<file path="config.mk">
export PLATFORM = sky130hd
export DESIGN_NAME = muldiv_unit_flat
export DESIGN_NICKNAME = d
export VERILOG_FILES = /design/src/rtl/muldiv_unit_if.sv /design/src/rtl/muldiv_unit.sv /design/src/flat_wrapper.sv
export SDC_FILE = /design/constraint.sdc
export NUM_CORES = 1
export LEC_CHECK = 0
export ABC_AREA = 1
export CELL_PAD_IN_SITES_DETAIL_PLACEMENT = 1
export CELL_PAD_IN_SITES_GLOBAL_PLACEMENT = 1
export CORE_MARGIN = 1.5
export CORE_UTILIZATION = 30
export CTS_CLUSTER_SIZE = 10
export DETAILED_ROUTE_END_ITERATION = 10
export GPL_TIMING_DRIVEN = 0
export PLACE_DENSITY = 0.68
export SETUP_SLACK_MARGIN = 0.15
export SLEW_MARGIN = 5
export SYNTH_ARGS = -nofsm -noshare
export SYNTH_HDL_FRONTEND = slang
export SYNTH_SLANG_ARGS = --single-unit
</file>
<file path="constraint.sdc">
create_clock -name clk -period 4.15 [get_ports clk]
set_clock_uncertainty 0.05 [all_clocks]
set_input_delay 0.83 -clock clk [delete_from_list [all_inputs] [get_ports clk]]
set_output_delay 0.83 -clock clk [all_outputs]
set_load 0.01 [all_outputs]
</file>
<file path="src/rtl/muldiv_unit_if.sv">
// Request/response bundle between the execute-stage control and muldiv_unit.
// Master drives start/flush/op/operands. Slave returns result/busy/done.
// All signals are sampled or produced on the unit's clock edge.
interface muldiv_unit_if #(
  parameter int WIDTH = 32
) ();
  logic             start;
  logic             flush;
  logic [2:0]       funct3;
  logic [WIDTH-1:0] src_a;
  logic [WIDTH-1:0] src_b;
  logic [WIDTH-1:0] result;
  logic             busy;
  logic             done;

  modport master (output start, flush, funct3, src_a, src_b,
                  input  result, busy, done);
  modport slave  (input  start, flush, funct3, src_a, src_b,
                  output result, busy, done);
endinterface

</file>
<file path="src/rtl/muldiv_unit.sv">
// RV32M multiply/divide unit: radix-2 shift-add multiply, restoring divide, fast paths.
// Latency: done is WIDTH+1 cycles after accepted start; fast paths (x/0, MIN/-1) take 1 cycle.
// Backpressure: no queueing; start is only seen in IDLE and the caller stalls while busy is high.
module muldiv_unit #(
  parameter  int WIDTH = 32,
  localparam int CNT_W = $clog2(WIDTH) + 1
) (
  input  logic         clk,
  input  logic         rst_n,
  muldiv_unit_if.slave bus
);

  typedef enum logic [1:0] {S_IDLE, S_CALC, S_DONE} state_t;

  state_t             state_q;
  logic [2:0]         op_q;
  logic [WIDTH-1:0]   a_q;       // multiplicand magnitude
  logic [WIDTH-1:0]   b_q;       // divisor magnitude
  logic [WIDTH-1:0]   hi_q;      // product high half / partial remainder
  logic [WIDTH-1:0]   lo_q;      // multiplier being shifted out / dividend shifting into quotient
  logic               neg_q;     // final result must be negated
  logic [CNT_W-1:0]   cnt_q;
  logic [WIDTH-1:0]   result_q;
  logic               busy_q;
  logic               done_q;

  logic [WIDTH-1:0]   hi_d;
  logic [WIDTH-1:0]   lo_d;
  logic [WIDTH:0]     mul_sum;
  logic [WIDTH:0]     div_shift;
  logic [2*WIDTH-1:0] prod;
  logic [WIDTH-1:0]   quo;
  logic [WIDTH-1:0]   rem;
  logic [WIDTH-1:0]   fin;

  logic               a_sgn;
  logic               b_sgn;
  logic [WIDTH-1:0]   a_mag;
  logic [WIDTH-1:0]   b_mag;
  logic               neg_cap;
  logic               fast_hit;
  logic [WIDTH-1:0]   fast_val;

  localparam logic [WIDTH-1:0] MIN_NEG = {1'b1, {(WIDTH-1){1'b0}}};

  // Capture-side decode: signed operands become magnitudes, sign of result remembered, fast paths detected.
  always_comb begin
    a_sgn    = bus.src_a[WIDTH-1] &&
               (bus.funct3 == 3'b001 || bus.funct3 == 3'b010 || bus.funct3 == 3'b100 || bus.funct3 == 3'b110);
    b_sgn    = bus.src_b[WIDTH-1] &&
               (bus.funct3 == 3'b001 || bus.funct3 == 3'b100 || bus.funct3 == 3'b110);
    a_mag    = a_sgn ? (~bus.src_a + 1'b1) : bus.src_a;
    b_mag    = b_sgn ? (~bus.src_b + 1'b1) : bus.src_b;
    // remainder follows the dividend only; everything else follows the product/quotient sign
    neg_cap  = (bus.funct3 == 3'b110) ? a_sgn : (a_sgn ^ b_sgn);
    fast_hit = 1'b0;
    fast_val = '0;
    if (bus.funct3[2]) begin
      if (bus.src_b == '0) begin
        fast_hit = 1'b1;
        fast_val = bus.funct3[1] ? bus.src_a : '1;
      end else if (!bus.funct3[0] && bus.src_a == MIN_NEG && bus.src_b == '1) begin
        fast_hit = 1'b1;
        fast_val = bus.funct3[1] ? '0 : bus.src_a;
      end
    end
  end

  // One datapath iteration plus the sign-corrected final value for the last iteration.
  always_comb begin
    mul_sum   = {1'b0, hi_q} + (lo_q[0] ? {1'b0, a_q} : '0);
    div_shift = {hi_q, lo_q[WIDTH-1]};
    if (!op_q[2]) begin
      hi_d = mul_sum[WIDTH:1];
      lo_d = {mul_sum[0], lo_q[WIDTH-1:1]};
    end else if (div_shift >= {1'b0, b_q}) begin
      hi_d = WIDTH'(div_shift - {1'b0, b_q});
      lo_d = {lo_q[WIDTH-2:0], 1'b1};
    end else begin
      hi_d = div_shift[WIDTH-1:0];
      lo_d = {lo_q[WIDTH-2:0], 1'b0};
    end
    prod = neg_q ? (~{hi_d, lo_d} + 1'b1) : {hi_d, lo_d};
    quo  = neg_q ? (~lo_d + 1'b1) : lo_d;
    rem  = neg_q ? (~hi_d + 1'b1) : hi_d;
    case (op_q)
      3'b000:                 fin = prod[WIDTH-1:0];
      3'b001, 3'b010, 3'b011: fin = prod[2*WIDTH-1:WIDTH];
      3'b100, 3'b101:         fin = quo;
      default:                fin = rem;
    endcase
  end

  // Control FSM with registered result/busy/done; flush aborts without touching result.
  always_ff @(posedge clk) begin
    if (!rst_n) begin
      state_q  <= S_IDLE;
      op_q     <= '0;
      a_q      <= '0;
      b_q      <= '0;
      hi_q     <= '0;
      lo_q     <= '0;
      neg_q    <= 1'b0;
      cnt_q    <= '0;
      result_q <= '0;
      busy_q   <= 1'b0;
      done_q   <= 1'b0;
    end else if (bus.flush) begin
      state_q <= S_IDLE;
      cnt_q   <= '0;
      busy_q  <= 1'b0;
      done_q  <= 1'b0;
    end else begin
      case (state_q)
        S_IDLE: begin
          done_q <= 1'b0;
          if (bus.start) begin
            op_q   <= bus.funct3;
            a_q    <= a_mag;
            b_q    <= b_mag;
            hi_q   <= '0;
            lo_q   <= bus.funct3[2] ? a_mag : b_mag;
            neg_q  <= neg_cap;
            cnt_q  <= '0;
            busy_q <= 1'b1;
            if (fast_hit) begin
              result_q <= fast_val;
              done_q   <= 1'b1;
              state_q  <= S_DONE;
            end else begin
              state_q <= S_CALC;
            end
          end
        end
        S_CALC: begin
          hi_q  <= hi_d;
          lo_q  <= lo_d;
          cnt_q <= cnt_q + 1'b1;
          if (cnt_q == CNT_W'(WIDTH - 1)) begin
            result_q <= fin;
            done_q   <= 1'b1;
            state_q  <= S_DONE;
          end
        end
        S_DONE: begin
          done_q  <= 1'b0;
          busy_q  <= 1'b0;
          cnt_q   <= '0;
          state_q <= S_IDLE;
        end
        default: begin
          state_q <= S_IDLE;
          busy_q  <= 1'b0;
          done_q  <= 1'b0;
        end
      endcase
    end
  end

  assign bus.result = result_q;
  assign bus.busy   = busy_q;
  assign bus.done   = done_q;

endmodule

</file>
<file path="src/flat_wrapper.sv">
// flat-port wrapper written by rule: the top's interface ports become plain ports
module muldiv_unit_flat 
#(
  parameter  int WIDTH = 32,
  localparam int CNT_W = $clog2(WIDTH) + 1
)
  (clk, rst_n, bus_start, bus_flush, bus_funct3, bus_src_a, bus_src_b, bus_result, bus_busy, bus_done);
  muldiv_unit_if #(.WIDTH(WIDTH)) bus_i ();
  input  logic clk;
  input  logic rst_n;
  input wire logic [$bits(bus_i.start)-1:0] bus_start;
  input wire logic [$bits(bus_i.flush)-1:0] bus_flush;
  input wire logic [$bits(bus_i.funct3)-1:0] bus_funct3;
  input wire logic [$bits(bus_i.src_a)-1:0] bus_src_a;
  input wire logic [$bits(bus_i.src_b)-1:0] bus_src_b;
  output wire logic [$bits(bus_i.result)-1:0] bus_result;
  output wire logic [$bits(bus_i.busy)-1:0] bus_busy;
  output wire logic [$bits(bus_i.done)-1:0] bus_done;
  assign bus_i.start = bus_start;
  assign bus_i.flush = bus_flush;
  assign bus_i.funct3 = bus_funct3;
  assign bus_i.src_a = bus_src_a;
  assign bus_i.src_b = bus_src_b;
  assign bus_result = bus_i.result;
  assign bus_busy = bus_i.busy;
  assign bus_done = bus_i.done;
  muldiv_unit #(.WIDTH(WIDTH)) u_core (.clk(clk), .rst_n(rst_n), .bus(bus_i));
endmodule
</file>
After elaboration in Yosys (flattened, before gate mapping)
Index checks and enable logic that the tools add are counted.
- memories: 0
- ROM bits: 0
- RAM bits: 0
- latch bits: 0
- bits of input ports: 71
- bits in registers: 174
- word-level logic and storage cells: 111
- order comparisons: 1
- bitwise gates (word level): 9
- equality and inequality tests: 17
- mux-type cells: 41
- reduce and logical (&&, ||, !) cells: 24
- add/subtract/negate cells: 8
- $mul: 0
- div/mod/pow operators: 0
- shift operators: 0
- operators by type and width (cell ; number):
    $mux 32 ; 19
    $pmux 32 s2 ; 3
    $add 32x1->32 const B ; 4
    $not 32->32 ; 4
    $pmux 32 s3 ; 1
    $add 64x1->64 const B ; 1
    $eq 32x32->1 const B ; 2
    $mux 64 ; 1
    $not 64->64 ; 1
    $add 32x32->33 ; 1
    $ge 33x32->1 ; 1
    $logic_not 32->1 ; 1
    $sub 32x32->32 ; 1
    $pmux 6 s3 ; 1
    $eq 3x3->1 const B ; 4
    $eq 3x2->1 const B ; 3
    $mux 1 ; 9
    $add 6x1->6 const B ; 1
    $eq 3x1->1 const B ; 2
    $eq 6x5->1 const B ; 1
    $mux 2 ; 3
    $mux 6 ; 1
    $reduce_and 2->1 ; 3
    $reduce_and 3->1 ; 2
    other kinds (18) ; 30

Logic depth before layout (Yosys ltp)
- word-level depth: 9
- mapped depth: 31
- depth with buffers taken out: 30

Least setup slack after synthesis
OpenSTA, ideal clock, no wires.
- path kind: flip-flop to flip-flop
- start: reg u_core.hi_q[27]
- end: reg u_core.result_q[30] (netlist: u_core.bus.result[30])
- arrival: 3475 ps
- slack: 505 ps
- required time: 3981 ps
- path buffers: 1
- cell stages (with the launch flop): 28
- setup time: 119 ps
- cell sequence: dfxtp_1 ha_1 nand2_1 inv_2 nand2_1 nand2_1 a21oi_2 nand2_4 nor2_8 nand3_2 buf_6 nand2_4 ha_1 nand3_1 nor3_1 nand4_1 nor2_1 nand3_1 o31ai_1 nand2_1 nor2_4 nand2_1 nand2_1 nand2_1 nand2_1 nand2_1 nand2_1 a21oi_1
- cells in the longest elaborated chain, start to end: 9
- ends and longest elaborated chain (what ; line ; text):
    from (decl) ; muldiv_unit.sv:19 ; logic [WIDTH-1:0] hi_q;
    from (signal assigned) ; muldiv_unit.sv:136 ; hi_q <= hi_d;
    $sub 32x32->32 / $ge 33x32->1 (equally long branches) ; muldiv_unit.sv:77, muldiv_unit.sv:76 ;
    $mux 32 / $mux 1 (equally long branches) ; muldiv_unit.sv:76 ; end else if (div_shift >= {1'b0, b_q}) begin
    $mux 32 ; muldiv_unit.sv:73 ; if (!op_q[2]) begin
    $not 64->64 (tied with other cells) ; muldiv_unit.sv:83 ; prod = neg_q ? (~{hi_d, lo_d} + 1'b1) : {hi_d, lo_d};
    $add 64x1->64 (tied with other cells) ; muldiv_unit.sv:83 ;
    $mux 64 (tied with other cells) ; muldiv_unit.sv:83 ;
    $pmux 32 s3 (*) ; muldiv_unit.sv:86 ; case (op_q)
    $mux 32 (*) ; muldiv_unit.sv:139 ; if (cnt_q == CNT_W'(WIDTH - 1)) begin
    $pmux 32 s2 (*) ; muldiv_unit.sv:114 ; case (state_q)
    to (signal assigned) ; muldiv_unit.sv:127 ; result_q <= fast_val;
    to (signal assigned) ; muldiv_unit.sv:140 ; result_q <= fin;
    to (decl) ; muldiv_unit.sv:23 ; logic [WIDTH-1:0] result_q;
Every way passes the cells marked *; elsewhere a longest branch is shown, timed or not. The select of a mux whose other input is x is not followed.
A chain may end at the register's enable or synchronous reset.

Worst setup path in the final report
- start: reg u_core.b_q[24]
- end: reg u_core.result_q[4] (netlist: u_core.bus.result[4])
- cells in the longest elaborated chain, start to end: 9
- ends and longest elaborated chain (what ; line ; text):
    from (decl) ; muldiv_unit.sv:18 ; logic [WIDTH-1:0] b_q;
    from (signal assigned) ; muldiv_unit.sv:120 ; b_q <= b_mag;
    $ge 33x32->1 (*) ; muldiv_unit.sv:76 ;
    $mux 1 / $mux 32 (equally long branches) ; muldiv_unit.sv:76 ;
    $mux 32 ; muldiv_unit.sv:73 ;
    $not 64->64 (tied with other cells) ; muldiv_unit.sv:83 ;
    $add 64x1->64 (tied with other cells) ; muldiv_unit.sv:83 ;
    $mux 64 (tied with other cells) ; muldiv_unit.sv:83 ;
    $pmux 32 s3 (*) ; muldiv_unit.sv:86 ;
    $mux 32 (*) ; muldiv_unit.sv:139 ;
    $pmux 32 s2 (*) ; muldiv_unit.sv:114 ;
Marked as above.

==> out/summary.txt <==
Mapped Cells = 3391
final max-slew violation count = 0
Synth Register Bits = 174
Slew @ Worst Pin = 1.40 ns
Core Util, Final = 39.1%
post-synthesis mux area share = 0%
Simple-Gate Fraction of Synth Area = 40.5%
final worst-path cycle share = 96.5%
number of synthesized flops with an enable pin = 0
CP most frequent cell = buf_4
Seq/Total Area, Yosys = 18.5%
Die X = 254 um
Cell variety after synth = 52
clock sink total = 174
Total GRT Usage = 31.9%
Critical Path Start Type = register
Worst-Skew Late Latency = 0.49 ns
Max Fclk = 0.250 GHz
H-Tree Level Count = 4
final instance area = 24200 um^2
CTS tree = built
RSZ-0062 raised after global routing = true
total congestion overflow = 0
final WL = 105000 um
largest net degree at the start of global routing = 18
DR iter-0 viols = 1993
root buffer cell = clkbuf_16
most frequent cells in the layout = nand2_1 (889), inv_1 (492), nor2_1 (296), a21oi_1 (217), nand3_1 (216)
syn_nets = 3534
floorplan row count = 91
minimum clock period = 4.00 ns
ratio of cells with drive above 1 in the final layout = 18.2%
ant diodes = 0
wire per inst = 23.3 um
first-pass GRT wire length = 151000 um
Slew Limit Headroom = 5.96%
Layout Cells excl Fill = 4478
hold depth = 2
Synth Flop Type = dfxtp_1
status = complete, no violations
max-cap violation count = 0
Async SR Flop Fraction = 0%
Port Buf Inserts = 104
initial antenna violation count = 0
Synth Area in XOR/XNOR = 4.28%
Clock Tree Buf Depth = 2
total vias in the final route = 24000
routability cong. = 0.973
leading cell type in the layout, fill and taps excluded = nand2_1
Placement Cell Area = 20900 um^2
Die Area = 64300 um^2
drt via density = 5.37
Synth Cell Area = 18800 um^2
CP Class = register to register
Pleak = 11.8 nW
Initial Utilization = 30.4%
post-route ant nets = 0
first-pass iteration count of the detailed router = 6
yosys warns = 0
synthesis-to-finish area growth = 28.7%
min-delay worst type = register to register
# setup viols final = 0
CP max stage delay = 0.35 ns
num ports = 105
Num CTS Buffers = 17
pwr dens = 256 nW/um^2
cts hold-fix bufs = 0
DRC viols = 0
Final Total Pwr = 6.20 mW
final hold violation count = 0
Peak VDD IR = 0.277 mV
Die H = 254 um
R2R cell count = 29
Synth Area in Compound Gates = 18.1%
net count reported at finish = 3771
Post-Synth Adder-Cell Area = 4.86%
Reg clk slew, reported paths = 0.08 ns
CP Max Fanout = 4
dpl cells = 4332
Worst setup EP type = register
core region area = 61900 um^2
crit path DAT = 4.33 ns
critical path required time = 4.47 ns
CP max stage cell = dfxtp_2
Post-DP HPWL = 84700 um
syn avg cell area = 5.56 um^2
Fin Setup TNS = 0 ns
largest family of logic cells by synthesized area = simple AND/OR/NAND/NOR gates
vias in the first global route = 23300
==> registers in the layout, summed over array words and instances (netlist names) <==
| register | count |
|---|---|
| u_core.op_q | 3 |
| u_core.a_q | 32 |
| u_core.neg_q | 1 |
| u_core.b_q | 32 |
| u_core.bus.result | 32 |
| u_core.bus.done | 1 |
| u_core.cnt_q | 6 |
| u_core.bus.busy | 1 |
| u_core.state_q | 2 |
| u_core.hi_q | 32 |
| u_core.lo_q | 32 |
==> cells by family (layout without fill, tap and decap cells) <==
logic type / count (synthesis) / in the layout
and+or+nand+nor: 1766 / 1766
AOI/OAI and AO/OA: 617 / 617
xor gates and xnor gates: 92 / 92
DFF: 174 / 174
buffers and inverters: 670 / 920
adders and majority gates: 72 / 72
==> through the flow <==
step                      worst slack (ns)  hold slack, ns
after CTS                            0.150           0.427
after global placement              -0.929           0.408
final                                0.146           0.424
after detailed placement            -0.974           0.415
after floorplan                      0.505           0.395
after global routing              -0.00190           0.445
==> power breakdown <==
part	internal, mW	switching [mW]	total (mW)	leakage (nW)
sequential	1.74	0.0711	1.81	1.45
combinational	0.833	1.82	2.66	10.1
clock	0.912	0.825	1.74	0.295
total	3.49	2.72	6.20	11.8
==> worst max-delay path: cells and delay by family (launching register included) <==
| kind | cells | cell delay [ns] |
|---|---|---|
| buffers and inverters | 14 | 1.57 |
| AND/OR/NAND/NOR | 8 | 0.75 |
| AO/OA/AOI/OAI | 4 | 0.51 |
| adder cells (fa/ha/maj) | 2 | 0.42 |
| flip-flops | 1 | 0.35 |
| XOR/XNOR | 1 | 0.21 |
==> layout make-up <==
class / count / area, um^2
buffer: 125 / 598
clock buffer: 18 / 429
clock inverter: 14 / 175
fill: 8398 / 37700
inverter: 545 / 2090
multi-input combinational: 2547 / 14400
sequential: 174 / 3610
tap: 837 / 1050
timing repair buffer: 218 / 1920
==> synthesized netlist by cell type (3+ instances only) <==
cell / instances / area [um^2]
clkinv_1: 4 / 15.0
nor3_1: 29 / 145
o21a_1: 5 / 37.5
a21oi_1: 243 / 1220
o21ai_0: 225 / 1130
nand3_2: 6 / 60.1
xnor2_1: 14 / 123
a22oi_1: 11 / 82.6
o221ai_1: 14 / 123
buf_6: 4 / 45.0
ha_1: 70 / 876
clkbuf_1: 90 / 338
nand3b_1: 20 / 150
nor2_1: 338 / 1270
and3_1: 3 / 18.8
nand2_4: 6 / 67.6
o21ai_2: 4 / 35.0
o31ai_1: 5 / 37.5
nand3_1: 243 / 1220
a31oi_1: 47 / 294
or2_2: 12 / 75.1
nand2_1: 980 / 3680
a21oi_2: 5 / 43.8
o211ai_1: 32 / 240
nor4_1: 6 / 37.5
nor3_2: 4 / 40.0
o21bai_1: 9 / 67.6
xor2_1: 78 / 683
buf_4: 6 / 45.0
and2_1: 7 / 43.8
nor2_4: 14 / 158
buf_1: 9 / 33.8
inv_1: 531 / 1990
nand2_2: 26 / 163
buf_2: 16 / 80.1
inv_2: 10 / 37.5
o21ai_1: 10 / 50.1
nor2_2: 24 / 150
nand4_1: 42 / 263
dfxtp_1: 174 / 3480
==> final timing paths <==
kind                   start              endpoint  slack, ns
max           u_core.b_q[24]  u_core.bus.result[4]       0.15
min          u_core.bus.done       u_core.bus.done       0.42
max reg2reg   u_core.b_q[24]  u_core.bus.result[4]       0.15
min reg2reg  u_core.bus.done       u_core.bus.done       0.42
==> routing by layer <==
layer / global-route usage [%] / vias to the layer above / share of wire [%]
met1: 40.5 / 11600 / 42
met5: 0 / - / 0
met2: 52.4 / 897 / 46
met3: 3.19 / 233 / 5.6
li1: - / 11300 / -
met4: 18.4 / 0 / 6.6
==> timing repair <==
action | in CTS | in global routing
pin swaps | 40 | 74
gates resized for setup | 254 | 286
setup endpoints to repair | 33 | 40
hold endpoints to repair | 0 | 0
setup buffers | 60 | 54
Note: power is estimated with default switching activity, not from simulation.
